$ cat src/rtl/sm_seq_multiplier.sv
// rtl/sm_seq_multiplier.sv - sequential shift-and-add signed-magnitude multiplier
module sm_seq_multiplier #(
  parameter int MAG_W = 2
) (
  input  logic               clk,
  input  logic               rst_n,
  input  logic               start,
  input  logic [MAG_W:0]     multiplicand,
  input  logic [MAG_W:0]     multiplier,
  output logic               busy,
  output logic               done,
  output logic [2*MAG_W:0]   product,
  output logic               zero
);

  localparam int PROD_W = 2 * MAG_W;
  localparam int CNT_W  = (MAG_W > 1) ? $clog2(MAG_W) : 1;
  localparam logic [CNT_W-1:0] LAST_CNT = CNT_W'(MAG_W - 1);

  typedef enum logic {
    IDLE = 1'b0,
    RUN  = 1'b1
  } state_t;

  state_t              state_q,  state_d;
  logic [MAG_W-1:0]    mcand_q,  mcand_d;
  logic [MAG_W-1:0]    mplier_q, mplier_d;
  logic                sign_q,   sign_d;
  logic [PROD_W-1:0]   acc_q,    acc_d;
  logic [CNT_W-1:0]    count_q,  count_d;
  logic                busy_q,   busy_d;
  logic                done_q,   done_d;
  logic [PROD_W:0]     prod_q,   prod_d;
  logic                zero_q,   zero_d;

  logic [PROD_W-1:0]   addend;
  logic [PROD_W-1:0]   acc_sum;

  // Next-state and datapath: one partial product per RUN cycle; the result
  // registers are only written on the final step so no partial sum is visible.
  always_comb begin
    state_d  = state_q;
    mcand_d  = mcand_q;
    mplier_d = mplier_q;
    sign_d   = sign_q;
    acc_d    = acc_q;
    count_d  = count_q;
    busy_d   = busy_q;
    done_d   = 1'b0;
    prod_d   = prod_q;
    zero_d   = zero_q;

    addend  = mplier_q[0] ? (PROD_W'(mcand_q) << count_q) : '0;
    acc_sum = acc_q + addend;

    case (state_q)
      IDLE: begin
        if (start) begin
          mcand_d  = multiplicand[MAG_W-1:0];
          mplier_d = multiplier[MAG_W-1:0];
          sign_d   = multiplicand[MAG_W] ^ multiplier[MAG_W];
          acc_d    = '0;
          count_d  = '0;
          busy_d   = 1'b1;
          state_d  = RUN;
        end
      end
      RUN: begin
        acc_d    = acc_sum;
        mplier_d = mplier_q >> 1;
        count_d  = count_q + 1'b1;
        if (count_q == LAST_CNT) begin
          // A zero magnitude always reports +0, never -0.
          prod_d  = {sign_q && (acc_sum != '0), acc_sum};
          zero_d  = (acc_sum == '0);
          done_d  = 1'b1;
          busy_d  = 1'b0;
          count_d = '0;
          state_d = IDLE;
        end
      end
      default: begin
        state_d = IDLE;
        busy_d  = 1'b0;
      end
    endcase
  end

  // State register with synchronous active-low reset that also aborts RUN.
  always_ff @(posedge clk) begin
    if (!rst_n) begin
      state_q  <= IDLE;
      mcand_q  <= '0;
      mplier_q <= '0;
      sign_q   <= 1'b0;
      acc_q    <= '0;
      count_q  <= '0;
      busy_q   <= 1'b0;
      done_q   <= 1'b0;
      prod_q   <= '0;
      zero_q   <= 1'b1;
    end else begin
      state_q  <= state_d;
      mcand_q  <= mcand_d;
      mplier_q <= mplier_d;
      sign_q   <= sign_d;
      acc_q    <= acc_d;
      count_q  <= count_d;
      busy_q   <= busy_d;
      done_q   <= done_d;
      prod_q   <= prod_d;
      zero_q   <= zero_d;
    end
  end

  assign busy    = busy_q;
  assign done    = done_q;
  assign product = prod_q;
  assign zero    = zero_q;

endmodule
$ cat config.mk
export PLATFORM = sky130hd
export DESIGN_NAME = sm_seq_multiplier
export DESIGN_NICKNAME = d
export VERILOG_FILES = /design/src/rtl/sm_seq_multiplier.sv
export SDC_FILE = /design/constraint.sdc
export NUM_CORES = 1
export LEC_CHECK = 0
export ABC_AREA = 1
export CORE_UTILIZATION = 43
export DETAILED_ROUTE_END_ITERATION = 7
export PLACE_DENSITY = 0.75
export SLEW_MARGIN = 20
export SYNTH_ARGS = -nofsm -noshare
export SYNTH_HDL_FRONTEND = slang
export SYNTH_SLANG_ARGS = --single-unit
$ cat constraint.sdc
create_clock -name clk -period 1.5 [get_ports clk]
set_input_delay 0.45 -clock clk [delete_from_list [all_inputs] [get_ports clk]]
set_output_delay 0.45 -clock clk [all_outputs]
set_load 0.02 [all_outputs]
==> impl_metrics.csv <==
group,metric,value,unit
timing,worstMarginPinSlew,303.2,ps
power,finalPower,932.9,uW
detailed_routing,wl,1.855,mm
job,maxCapViolations,0,
global_route,grt_max_degree,12,
timing,fin_skew,9.204,ps
synth,synth_cells,110,
detailed_routing,drcViolationCount,0,
floorplanning,die_w,45.92,um
floorplanning,die_h,45.92,um
floorplanning,rows,15,
global_route,grt_pass1_wl,2.925,mm
global_route,grt-ovfl-total,0,
place,dp_hpwl,1.402,mm
worst_setup_path,cp_common_cell,"nand2_1",
worst_setup_path,cp_max_fo,3,
global_route,grt_usage,19.92,%
timing,relSlewSlack,79.76,%
layout,drive_above_1_share,31.94,%
worst_setup_path,slowest_stage,"fa_2",
global_route,grt_pass1_vias,715,
layout,finish.instance_area,1244,um2
worst_hold_path,hold_path.startpoint,"product[0]",
worst_setup_path,crit_family,"adder cells",
detailed_routing,vias,776,
cts,cts_hold_buf,0,
timing,rsz0062_at_grt,"yes",
timing,fin_ws,-196.9,ps
worst_setup_path,cp.arrival,1900,ps
worst_setup_path,ff2ff_path_depth,10,
layout,synthToLayoutAreaGrowth,49.92,%
timing,max_freq,589.3,MHz
worst_setup_path,crit_path_start,"mplier_q[0]",
worst_setup_path,crit_required,1710,ps
layout,antenna_cells,0,
floorplanning,core,1764,um2
floorplanning,ios,17,
cts,clk_path_buf_depth,2,
cts,clkTransAtPathRegs,110,ps
global_route,antenna_found_initial,0,
timing,setup_violations,5,
timing,finalMaxSlewViolations,0,
power,p_leak,0.0005440,uW
layout,nNetsFinal,158,
cts,cts-root-buf,"clkbuf_4",
timing,finalCritPeriodShare,113.1,%
place,placed_cell_area,1117,um2
synth,syn-cell-area,829.5,um2
synth,avgSynthCellArea,7.541,um2
synth,ys_top_cells_by_area,"dfxtp_1 (46%), nand2_1 (12%), nor2_1 (6.8%)",
timing,fin_crit,1697,ps
worst_setup_path,crit_type,"reg2reg",
synth,mappedNetlistNets,123,
detailed_routing,drt-wirelength-per-cell,10.98,um
synth,synth_top_area_cell,"dfxtp_1",
worst_setup_path,critPathCapture,"product[4]",
place,gp_congestion,0.7256,
worst_setup_path,timing.rr.end,"product[4]",
worst_setup_path,reg2reg_from,"mplier_q[0]",
synth,yosysWarnings,0,
floorplanning,initial_core_util,47.02,%
outcome,violations,"setup timing",
worst_setup_path,worstPathCellList,"nand2_2 > nor2_2 > ha_2 > inv_2 > fa_2 > nand2_2 > nor2_2 > nand2_1 > nand2_1 > nand2_1",
cts,htreeDepth,1,
cts,cts.sinks,19,
power,ir_drop,0.5627,mV
cts,cts_buffers,3,
timing,hold_violations,0,
synth,yosysTopAreaCellShare,45.85,%
cts,cts_tree,"yes",
worst_setup_path,worstSetupPathDepth,10,
detailed_routing,drt_iter0_markers,7,
synth,ys_ff_latch,19,
worst_hold_path,hold_class,"reg2reg",
detailed_routing,via_per_inst,4.592,
place,numPortBuffers,16,
detailed_routing,postRouteAntennaNets,0,
floorplanning,die_area,2109,um2
detailed_routing,first_pass_iters,4,
worst_setup_path,cp-start-kind,"flop",
synth,seq_area_frac_synth,45.85,%
power,powerDensity,750.1,nW/um2
outcome,outcome,"complete, but fails checks",
worst_setup_path,critPathMaxStageDelay,560,ps
cts,clock_latency,300,ps
synth,ys_types,19,
worst_setup_path,crit_path_end_kind,"flop",
worst_setup_path,crit_buf_inv,1,
worst_setup_path,rrSetupSlack,-200,ps
placed cells by master, fill, tap and decap left out, types with 2 or more instances in the layout:
master            n
nand2_1          23
dfxtp_1          16
buf_4            14
inv_1            13
nor2_1           11
clkdlybuf4s50_1   8
dlygate4sd2_1     8
nand2_2           6
o21ai_0           5
a21oi_1           5
inv_2             3
nor2_4            3
a21oi_2           3
clkbuf_4          3
nor2_2            2
nand3_1           2
nand3_2           2
ha_4              2
dfxtp_2           2
logic make-up (layout without fill, tap and decap cells):
kind of cell / after synthesis / count (layout) / synth area share, %
simple gates: 52 / 52 / 26.55
fa+ha+maj: 4 / 4 / 6.939
flops: 19 / 19 / 45.85
compound gates: 17 / 17 / 11.31
xor+xnor: 2 / 2 / 2.112
buf+inv: 16 / 50 / 7.240
where the power goes:
part           internal (uW)  leakage [uW]  switching, uW
logic                   70.6      0.000370           68.4
clock network           99.2     0.0000177            156
registers                523      0.000156           16.1
total                    693      0.000544            240
state kept, by name, indices dropped and copies added (netlist names):
name      flops
busy          1
acc_q         4
zero          1
count_q       1
product       5
done          1
mplier_q      2
state_q       1
mcand_q       2
sign_q        1
worst reg2reg max path, cell delays in order, from the launching register on:
cell     delay, ps
dfxtp_2        360
nand2_2         50
nor2_2         100
ha_2           180
inv_2           40
fa_2           560
nand2_2         50
nor2_2         110
nand2_1         50
nand2_1         50
nand2_1         40
worst min path at each step:
stage,endpoint,cells past startpoint,slack (ps)
finish,product[0],2,460
global route,product[3],2,480
CTS,product[4],2,470
detailed placement,product[4],2,450
global placement,product[4],2,440
floorplan,mplier_q[1],2,450
what timing repair did:
item	4_1_cts	5_1_grt
setup endpoints to repair	14	8
setup buffers	1	3
resized for setup	10	17
pin swaps	3	10
gates cloned	0	0
cell usage after synthesis:
cell,n
a22oi_1,1
nand2_2,2
nor3_1,1
nor2_1,15
fa_1,1
xnor2_1,2
a211oi_1,1
inv_2,2
dfxtp_1,19
a22o_1,1
or2_1,1
nand2_1,27
o21ai_0,6
nor2_4,1
nand3_1,4
ha_1,3
nand3b_1,1
a21oi_1,8
inv_1,14
area by class of cell:
cell class | instances | area (um2)
clock buffer | 3 | 22.52
clock inverter | 1 | 5.005
fill | 164 | 520.5
inverter | 16 | 60.06
multi-input combinational | 75 | 483.0
sequential | 19 | 386.6
tap | 25 | 31.28
timing repair buffer | 30 | 255.2
stage by stage:
stage | setup TNS [ps] | hold WS [ps] | util, % | setup slack, ps | instances
floorplan | -132.6 | 445.5 | - | -100.6 | 110
global placement | -362.4 | 443.5 | 63.33 | -169.9 | 161
detailed placement | -457.2 | 446.3 | 63.33 | -181.8 | 161
CTS | -503.2 | 466.5 | 65.11 | -180.1 | 166
global route | -1256 | 478.1 | 70.50 | -313.4 | 169
finish | -677.6 | 462.2 | 70.50 | -196.9 | 169
metal layers:
layer	global-route usage, %	share of wire [%]	up-vias
met3	4.762	3.6	0
met2	34.65	54	18
met4	5.294	0	0
li1	-	-	415
met5	0	0	-
met1	24.21	43	343
No activity file was read; power rests on OpenSTA's default activity.
